--- src/rtl/mem_arbiter_if.sv ---
// -----------------------------------------------------------------------------
// mem_arbiter_if
// Bundles the two requester handshakes (core on port 0, host loader/DMA on
// port 1), the grant vector and the unified memory bus into one interface.
//
//   c<n>_req/we/addr/wdata : requester -> arbiter, held stable until c<n>_ready
//   c<n>_ready/rdata       : arbiter -> requester, ready is a 1-cycle pulse
//   gnt                    : one-hot owner of the memory (00 when idle)
//   mem_we/mem_a/mem_wd    : arbiter -> memory (synchronous write)
//   mem_rd                 : memory -> arbiter (combinational read of mem_a)
//
// Modports:
//   master : requesters plus memory model (the environment around the arbiter)
//   slave  : the arbiter itself
// -----------------------------------------------------------------------------
interface mem_arbiter_if #(
    parameter int DATA_W = 32,
    parameter int ADDR_W = 32
);
    logic              c0_req;
    logic              c0_we;
    logic [ADDR_W-1:0] c0_addr;
    logic [DATA_W-1:0] c0_wdata;
    logic              c0_ready;
    logic [DATA_W-1:0] c0_rdata;

    logic              c1_req;
    logic              c1_we;
    logic [ADDR_W-1:0] c1_addr;
    logic [DATA_W-1:0] c1_wdata;
    logic              c1_ready;
    logic [DATA_W-1:0] c1_rdata;

    logic [1:0]        gnt;

    logic              mem_we;
    logic [ADDR_W-1:0] mem_a;
    logic [DATA_W-1:0] mem_wd;
    logic [DATA_W-1:0] mem_rd;

    modport master (
        output c0_req, c0_we, c0_addr, c0_wdata,
        output c1_req, c1_we, c1_addr, c1_wdata,
        output mem_rd,
        input  c0_ready, c0_rdata, c1_ready, c1_rdata,
        input  gnt, mem_we, mem_a, mem_wd
    );

    modport slave (
        input  c0_req, c0_we, c0_addr, c0_wdata,
        input  c1_req, c1_we, c1_addr, c1_wdata,
        input  mem_rd,
        output c0_ready, c0_rdata, c1_ready, c1_rdata,
        output gnt, mem_we, mem_a, mem_wd
    );
endinterface

--- src/rtl/mem_arbiter.sv ---
// -----------------------------------------------------------------------------
// mem_arbiter
// Shares the unified instruction/data memory between the multicycle core
// (port 0) and the host loader/DMA (port 1). One transaction at a time:
// IDLE picks an owner, ACCESS drives the memory for 1 + WAIT_STATES cycles,
// RESP pulses the owner's ready with the registered read data.
//
// Ports:
//   clk   : clock
//   reset : asynchronous, active-high reset
//   bus   : mem_arbiter_if.slave (requester handshakes, gnt, memory bus)
//
// State | meaning
// ------+--------------------------------------------------------------
// IDLE  | no owner; arbitrate among pending requests
// ACCESS| owner's addr/wdata on the memory bus; write strobe on last cycle
// RESP  | owner's ready pulses with the captured read data
// -----------------------------------------------------------------------------
module mem_arbiter #(
    parameter int DATA_W      = 32,
    parameter int ADDR_W      = 32,
    parameter int WAIT_STATES = 0,
    parameter int FIXED_PRIO  = 0
) (
    input  logic clk,
    input  logic reset,
    mem_arbiter_if.slave bus
);

    typedef enum logic [1:0] {
        ST_IDLE   = 2'd0,
        ST_ACCESS = 2'd1,
        ST_RESP   = 2'd2
    } state_t;

    state_t            r_state;
    logic              r_owner;
    logic              r_last;
    logic [3:0]        r_cnt;
    logic [DATA_W-1:0] r_rdata;
    logic [1:0]        r_gnt;
    logic              r_c0_ready;
    logic              r_c1_ready;

    logic              w_pick1;
    logic              w_in_access;
    logic              w_owner_we;
    logic [ADDR_W-1:0] w_owner_addr;
    logic [DATA_W-1:0] w_owner_wdata;

    // Port 1 wins when it is the only requester, or on a tie when round-robin
    // is active and port 0 was served last.
    assign w_pick1 = bus.c1_req &&
                     (!bus.c0_req || ((FIXED_PRIO == 0) && !r_last));

    // Owner's request fields are used live, not latched: the requester is
    // required to hold them stable until it sees ready.
    assign w_owner_we    = r_owner ? bus.c1_we    : bus.c0_we;
    assign w_owner_addr  = r_owner ? bus.c1_addr  : bus.c0_addr;
    assign w_owner_wdata = r_owner ? bus.c1_wdata : bus.c0_wdata;

    assign w_in_access = (r_state == ST_ACCESS);

    assign bus.mem_a  = w_in_access ? w_owner_addr  : '0;
    assign bus.mem_wd = w_in_access ? w_owner_wdata : '0;
    // Write strobe only on the final ACCESS cycle so a reset during the wait
    // states leaves memory untouched.
    assign bus.mem_we = w_in_access && (r_cnt == 4'd0) && w_owner_we;

    assign bus.gnt      = r_gnt;
    assign bus.c0_ready = r_c0_ready;
    assign bus.c1_ready = r_c1_ready;
    assign bus.c0_rdata = r_rdata;
    assign bus.c1_rdata = r_rdata;

    always_ff @(posedge clk or posedge reset) begin
        if (reset) begin
            r_state    <= ST_IDLE;
            r_owner    <= 1'b0;
            r_last     <= 1'b1;
            r_cnt      <= 4'd0;
            r_rdata    <= '0;
            r_gnt      <= 2'b00;
            r_c0_ready <= 1'b0;
            r_c1_ready <= 1'b0;
        end else begin
            r_c0_ready <= 1'b0;
            r_c1_ready <= 1'b0;
            case (r_state)
                ST_IDLE: begin
                    if (bus.c0_req || bus.c1_req) begin
                        r_owner <= w_pick1;
                        r_cnt   <= 4'(WAIT_STATES);
                        r_gnt   <= w_pick1 ? 2'b10 : 2'b01;
                        r_state <= ST_ACCESS;
                    end
                end
                ST_ACCESS: begin
                    if (r_cnt != 4'd0) begin
                        r_cnt <= r_cnt - 4'd1;
                    end else begin
                        // Captured on writes too so rdata never holds stale X.
                        r_rdata <= bus.mem_rd;
                        if (r_owner) begin
                            r_c1_ready <= 1'b1;
                        end else begin
                            r_c0_ready <= 1'b1;
                        end
                        r_state <= ST_RESP;
                    end
                end
                ST_RESP: begin
                    r_last  <= r_owner;
                    r_gnt   <= 2'b00;
                    r_state <= ST_IDLE;
                end
                default: begin
                    r_gnt   <= 2'b00;
                    r_state <= ST_IDLE;
                end
            endcase
        end
    end

endmodule

--- src/flat_wrapper.sv ---
// flat-port wrapper written by rule: the top's interface ports become plain ports
module mem_arbiter_flat 
#(
    parameter int DATA_W      = 32,
    parameter int ADDR_W      = 32,
    parameter int WAIT_STATES = 0,
    parameter int FIXED_PRIO  = 0
)
  (clk, reset, bus_c0_req, bus_c0_we, bus_c0_addr, bus_c0_wdata, bus_c1_req, bus_c1_we, bus_c1_addr, bus_c1_wdata, bus_mem_rd, bus_c0_ready, bus_c0_rdata, bus_c1_ready, bus_c1_rdata, bus_gnt, bus_mem_we, bus_mem_a, bus_mem_wd);
  mem_arbiter_if #(.DATA_W(DATA_W), .ADDR_W(ADDR_W)) bus_i ();
  input  logic clk;
  input  logic reset;
  input wire logic [$bits(bus_i.c0_req)-1:0] bus_c0_req;
  input wire logic [$bits(bus_i.c0_we)-1:0] bus_c0_we;
  input wire logic [$bits(bus_i.c0_addr)-1:0] bus_c0_addr;
  input wire logic [$bits(bus_i.c0_wdata)-1:0] bus_c0_wdata;
  input wire logic [$bits(bus_i.c1_req)-1:0] bus_c1_req;
  input wire logic [$bits(bus_i.c1_we)-1:0] bus_c1_we;
  input wire logic [$bits(bus_i.c1_addr)-1:0] bus_c1_addr;
  input wire logic [$bits(bus_i.c1_wdata)-1:0] bus_c1_wdata;
  input wire logic [$bits(bus_i.mem_rd)-1:0] bus_mem_rd;
  output wire logic [$bits(bus_i.c0_ready)-1:0] bus_c0_ready;
  output wire logic [$bits(bus_i.c0_rdata)-1:0] bus_c0_rdata;
  output wire logic [$bits(bus_i.c1_ready)-1:0] bus_c1_ready;
  output wire logic [$bits(bus_i.c1_rdata)-1:0] bus_c1_rdata;
  output wire logic [$bits(bus_i.gnt)-1:0] bus_gnt;
  output wire logic [$bits(bus_i.mem_we)-1:0] bus_mem_we;
  output wire logic [$bits(bus_i.mem_a)-1:0] bus_mem_a;
  output wire logic [$bits(bus_i.mem_wd)-1:0] bus_mem_wd;
  assign bus_i.c0_req = bus_c0_req;
  assign bus_i.c0_we = bus_c0_we;
  assign bus_i.c0_addr = bus_c0_addr;
  assign bus_i.c0_wdata = bus_c0_wdata;
  assign bus_i.c1_req = bus_c1_req;
  assign bus_i.c1_we = bus_c1_we;
  assign bus_i.c1_addr = bus_c1_addr;
  assign bus_i.c1_wdata = bus_c1_wdata;
  assign bus_i.mem_rd = bus_mem_rd;
  assign bus_c0_ready = bus_i.c0_ready;
  assign bus_c0_rdata = bus_i.c0_rdata;
  assign bus_c1_ready = bus_i.c1_ready;
  assign bus_c1_rdata = bus_i.c1_rdata;
  assign bus_gnt = bus_i.gnt;
  assign bus_mem_we = bus_i.mem_we;
  assign bus_mem_a = bus_i.mem_a;
  assign bus_mem_wd = bus_i.mem_wd;
  mem_arbiter #(.DATA_W(DATA_W), .ADDR_W(ADDR_W), .WAIT_STATES(WAIT_STATES), .FIXED_PRIO(FIXED_PRIO)) u_core (.clk(clk), .reset(reset), .bus(bus_i));
endmodule
--- config.mk ---
export PLATFORM = sky130hd
export DESIGN_NAME = mem_arbiter_flat
export DESIGN_NICKNAME = d
export VERILOG_FILES = /design/src/rtl/mem_arbiter_if.sv /design/src/rtl/mem_arbiter.sv /design/src/flat_wrapper.sv
export SDC_FILE = /design/constraint.sdc
export NUM_CORES = 1
export LEC_CHECK = 0
export ABC_AREA = 1
export CORE_AREA = 2 2 115 117
export CTS_CLUSTER_DIAMETER = 60
export DETAILED_ROUTE_END_ITERATION = 10
export DIE_AREA = 0 0 117 119
export GPL_ROUTABILITY_DRIVEN = 0
export GPL_TIMING_DRIVEN = 0
export PLACE_DENSITY_LB_ADDON = 0.12
export SKIP_LAST_GASP = 1
export SYNTH_ARGS = -nofsm -noshare
export SYNTH_HDL_FRONTEND = slang
export SYNTH_SLANG_ARGS = --single-unit
--- constraint.sdc ---
create_clock -name clk -period 1.4 [get_ports clk]
set_clock_uncertainty 0.05 [all_clocks]
set_input_delay 0.21 -clock clk [delete_from_list [all_inputs] [get_ports clk]]
set_output_delay 0.21 -clock clk [all_outputs]
set_load 0.01 [all_outputs]
==> summary.md <==
| Metric | Value |
|---|---|
| CP cell instances | inv_2 -> nor2_4 -> inv_4 -> buf_12 -> buf_6 -> a21oi_4 -> buf_2 |
| Post-synthesis sequential area ratio | 37.0% |
| Yosys top cell area share | 36.1% |
| Levels on crit path | 7 |
| Fill cells | 1283 |
| Startpoint types | register |
| DR iter-0 viols | 140 |
| Layout cells sized above 1 | 28.4% |
| Remaining Overflow, GRT | 0 |
| Clock Pin Slew Worst Setup and Hold Paths | 0.06 ns |
| Reg-to-reg setup timing slack | -0.17 ns |
| Syn_nets | 612 |
| Final WS setup | -0.337 ns |
| Max-slew violations | 0 |
| GRT Util Overall | 18.9% |
| Buf/Inv on CP | 5 |
| Worst r2r path cells | 11 |
| Final core occ | 52.1% |
| Worst slew margin | 82.9% |
| Worst reg2reg startpoint | u_core.r_state[0] |
| WP data arrival | 1.48 ns |
| Main area contributors after synthesis | dfrtp_1 (36%), nand2_1 (29%), a21oi_1 (11%), buf_4 (8.6%), buf_6 (2.6%) |
| DR DRC count | 0 |
| Multi-input gate area | 0.00163 mm^2 |
| Die area | 0.0139 mm^2 |
| CP endpoint kind | output port |
| Crit share post-route | 124% |
| Largest delay share family, worst path | buffers and inverters |
| First-pass DRT Iterations | 4 |
| Die H | 119 um |
| Clk Latency, worst-skew pair | 0.28 ns |
| Cell Pwr Density | 2130 mW/mm^2 |
| WS Path Type | register to output port |
| Flops & latches, synth | 44 |
| Worst-path maximum fanout | 10 |
| CP Data Required Time | 1.14 ns |
| Hold WC Path Type | input port to asynchronous set/reset pin |
| Leakage Power | 0.00333 uW |
| Max Cap Viol | 0 |
| Fin. Hold Viols | 0 |
| Slowest cell delay on critical path | 0.35 ns |
| CP Capture Point | bus_mem_wd[15] |
| Total CTS buffers | 5 |
| Commonest cells post-synth | nand2_1 (232), a21oi_1 (65), dfrtp_1 (43) |
| Core area | 0.0129 mm^2 |
| Die X | 117 um |
| Clock Path Buffers | 2 |
| Dpl hpwl | 11.1 mm |
| Cells after synthesis | 444 |
| Post-synth EDFFs | 0 |
| Synthesized cell area | 0.00298 mm^2 |
| Actual slew at the worst max-slew pin | 0.254 ns |
| ANT nets after route | 0 |
| CTS Hold Buffers Added | 0 |
| Initial Util | 23.2% |
| Clk sinks | 44 |
| # nets final | 942 |
| Routed WL per cell | 15.2 um |
| Unique masters post-synth | 26 |
| Setup crit start | u_core.r_state[0] |
| Initial antenna violation count | 0 |
| Reg area | 0.00111 mm^2 |
| Worst path slowest cell | dfrtp_1 |
| Number of global-route vias before repair | 3985 |
| Final TNS setup | -23.21 ns |
| DP Area | 0.00623 mm^2 |
| Via density | 4.23 |
| Ys async rst share | 100% |
| Synth warnings | 0 |
| Design area | 0.00670 mm^2 |
| N_diodes | 0 |
| Final worst path period need | 1.74 ns |
| Leading register cell type out of synthesis | dfrtp_1 |
| Most frequent cell after synthesis | nand2_1 |
| Final setup vio count | 99 |
| Vias | 4026 |
| Clk root buf | clkbuf_16 |
| Largest net degree at the start of global routing | 43 |
| Syn Area/Cell | 6.72 um^2 |
| Routed wire length | 14.4 mm |
| TritonCTS clock tree | done |
| Failing checks | negative setup slack |
| First-pass GRT wire length | 20.7 mm |
| Status | complete, but fails checks |
| I/O Pins | 299 |
| Max VDD drop | 1.04 mV |
| RR Endpoint | u_core.bus.c0_rdata[1] |
| IO Port Bufs | 298 |
| Row cnt | 42 |
| Dominant cell type by area after synthesis | dfrtp_1 |
| Syn-to-layout area delta | 125% |
| Max Freq | 576 MHz |
| Min Hold Slack | 0.0565 ns |
| RSZ-0062 raised after global routing | true |
| H-tree depth | 2 |
-- repair_timing --
action	CTS	global route
gates resized for setup	387	69
gates cloned	2	3
endpoints found under the setup margin	145	103
buffers inserted	15	7
pin swaps	2	4
-- placed cells by master (no fill, tap or decap), types with 5 or more instances in the layout --
master           Yosys  final
nor2_1               7      6
nand3_1              5      5
a21oi_2              1     32
nand2_2              6      5
dfrtp_1             43     39
clkdlybuf4s50_1      0    165
a21oi_4              0      5
buf_4               34     53
dlygate4sd2_1        0     65
buf_12               0      6
clkbuf_16            0      8
a21oi_1             65     29
buf_2               13     55
buf_6                7     14
nand2_1            232    230
buf_8                0     10
-- how the worst min path moves through the flow --
stage,startpoint,end,cells past startpoint
detailed placement,reset,u_core.bus.c0_ready,2
floorplan,bus_mem_rd[10],u_core.bus.c0_rdata[10],2
finish,reset,u_core.bus.c0_ready,2
global placement,u_core.bus.c0_rdata[19],u_core.bus.c0_rdata[19],2
CTS,reset,u_core.bus.c0_ready,2
global route,reset,u_core.bus.c0_ready,2
-- report_power, final --
| group | switching, uW | total (uW) | internal [uW] |
|---|---|---|---|
| combinational | 5270 | 10700 | 5420 |
| sequential | 534 | 2450 | 1920 |
| clock | 466 | 1130 | 666 |
-- worst reg2reg max path, stage by stage, from the launching register on --
cell       delay (ns)
dfrtp_1          0.35
inv_2            0.06
nor2_4           0.14
inv_4            0.06
buf_4            0.15
nor2_8           0.13
buf_6            0.11
buf_6            0.08
buf_12           0.13
clkbuf_16        0.14
nand2_1          0.05
nand2_1          0.06
-- state kept, by name, indices dropped and copies added, names as in the netlist --
register,cells
u_core.bus.c0_rdata,32
u_core.bus.c0_ready,1
u_core.bus.c1_ready,1
u_core.bus.gnt,2
u_core.r_cnt,4
u_core.r_last,1
u_core.r_owner,1
u_core.r_state,2
-- metrics by stage --
step                instances  setup WS (ns)  power, uW
global placement          918          -1.00      12300
floorplan                 444       0.000268       7220
finish                    951         -0.337      14300
global route              951         -0.410      15300
CTS                       942         -0.384      13400
detailed placement        919         -0.990      12400
-- layout make-up --
class                      instances  share of cell area [%]
timing repair buffer             325                    44.7
multi-input combinational        331                    24.3
sequential                        44                    16.5
buffer                            58                    8.38
tap                              176                    3.29
clock buffer                       7                    1.98
inverter                           9                   0.728
clock inverter                     1                   0.131
-- per-layer routing --
metal / global-route usage, % / routed length, um / vias to the layer above
met3: 4.53 / 1110 / 14
met2: 33.1 / 7060 / 173
met1: 23.4 / 6030 / 1822
met5: 0 / 0 / -
li1: - / - / 2017
met4: 3.97 / 238 / 0
-- cell families after synthesis --
group / after synthesis / share of synthesized area, %
compound gates: 72 / 12.3
xor+xnor: 1 / 0.294
fa+ha+maj: 2 / 0.839
buf+inv: 69 / 15.5
flops: 44 / 37.0
simple gates: 256 / 34.1
Power figures use the tool's default switching activity.
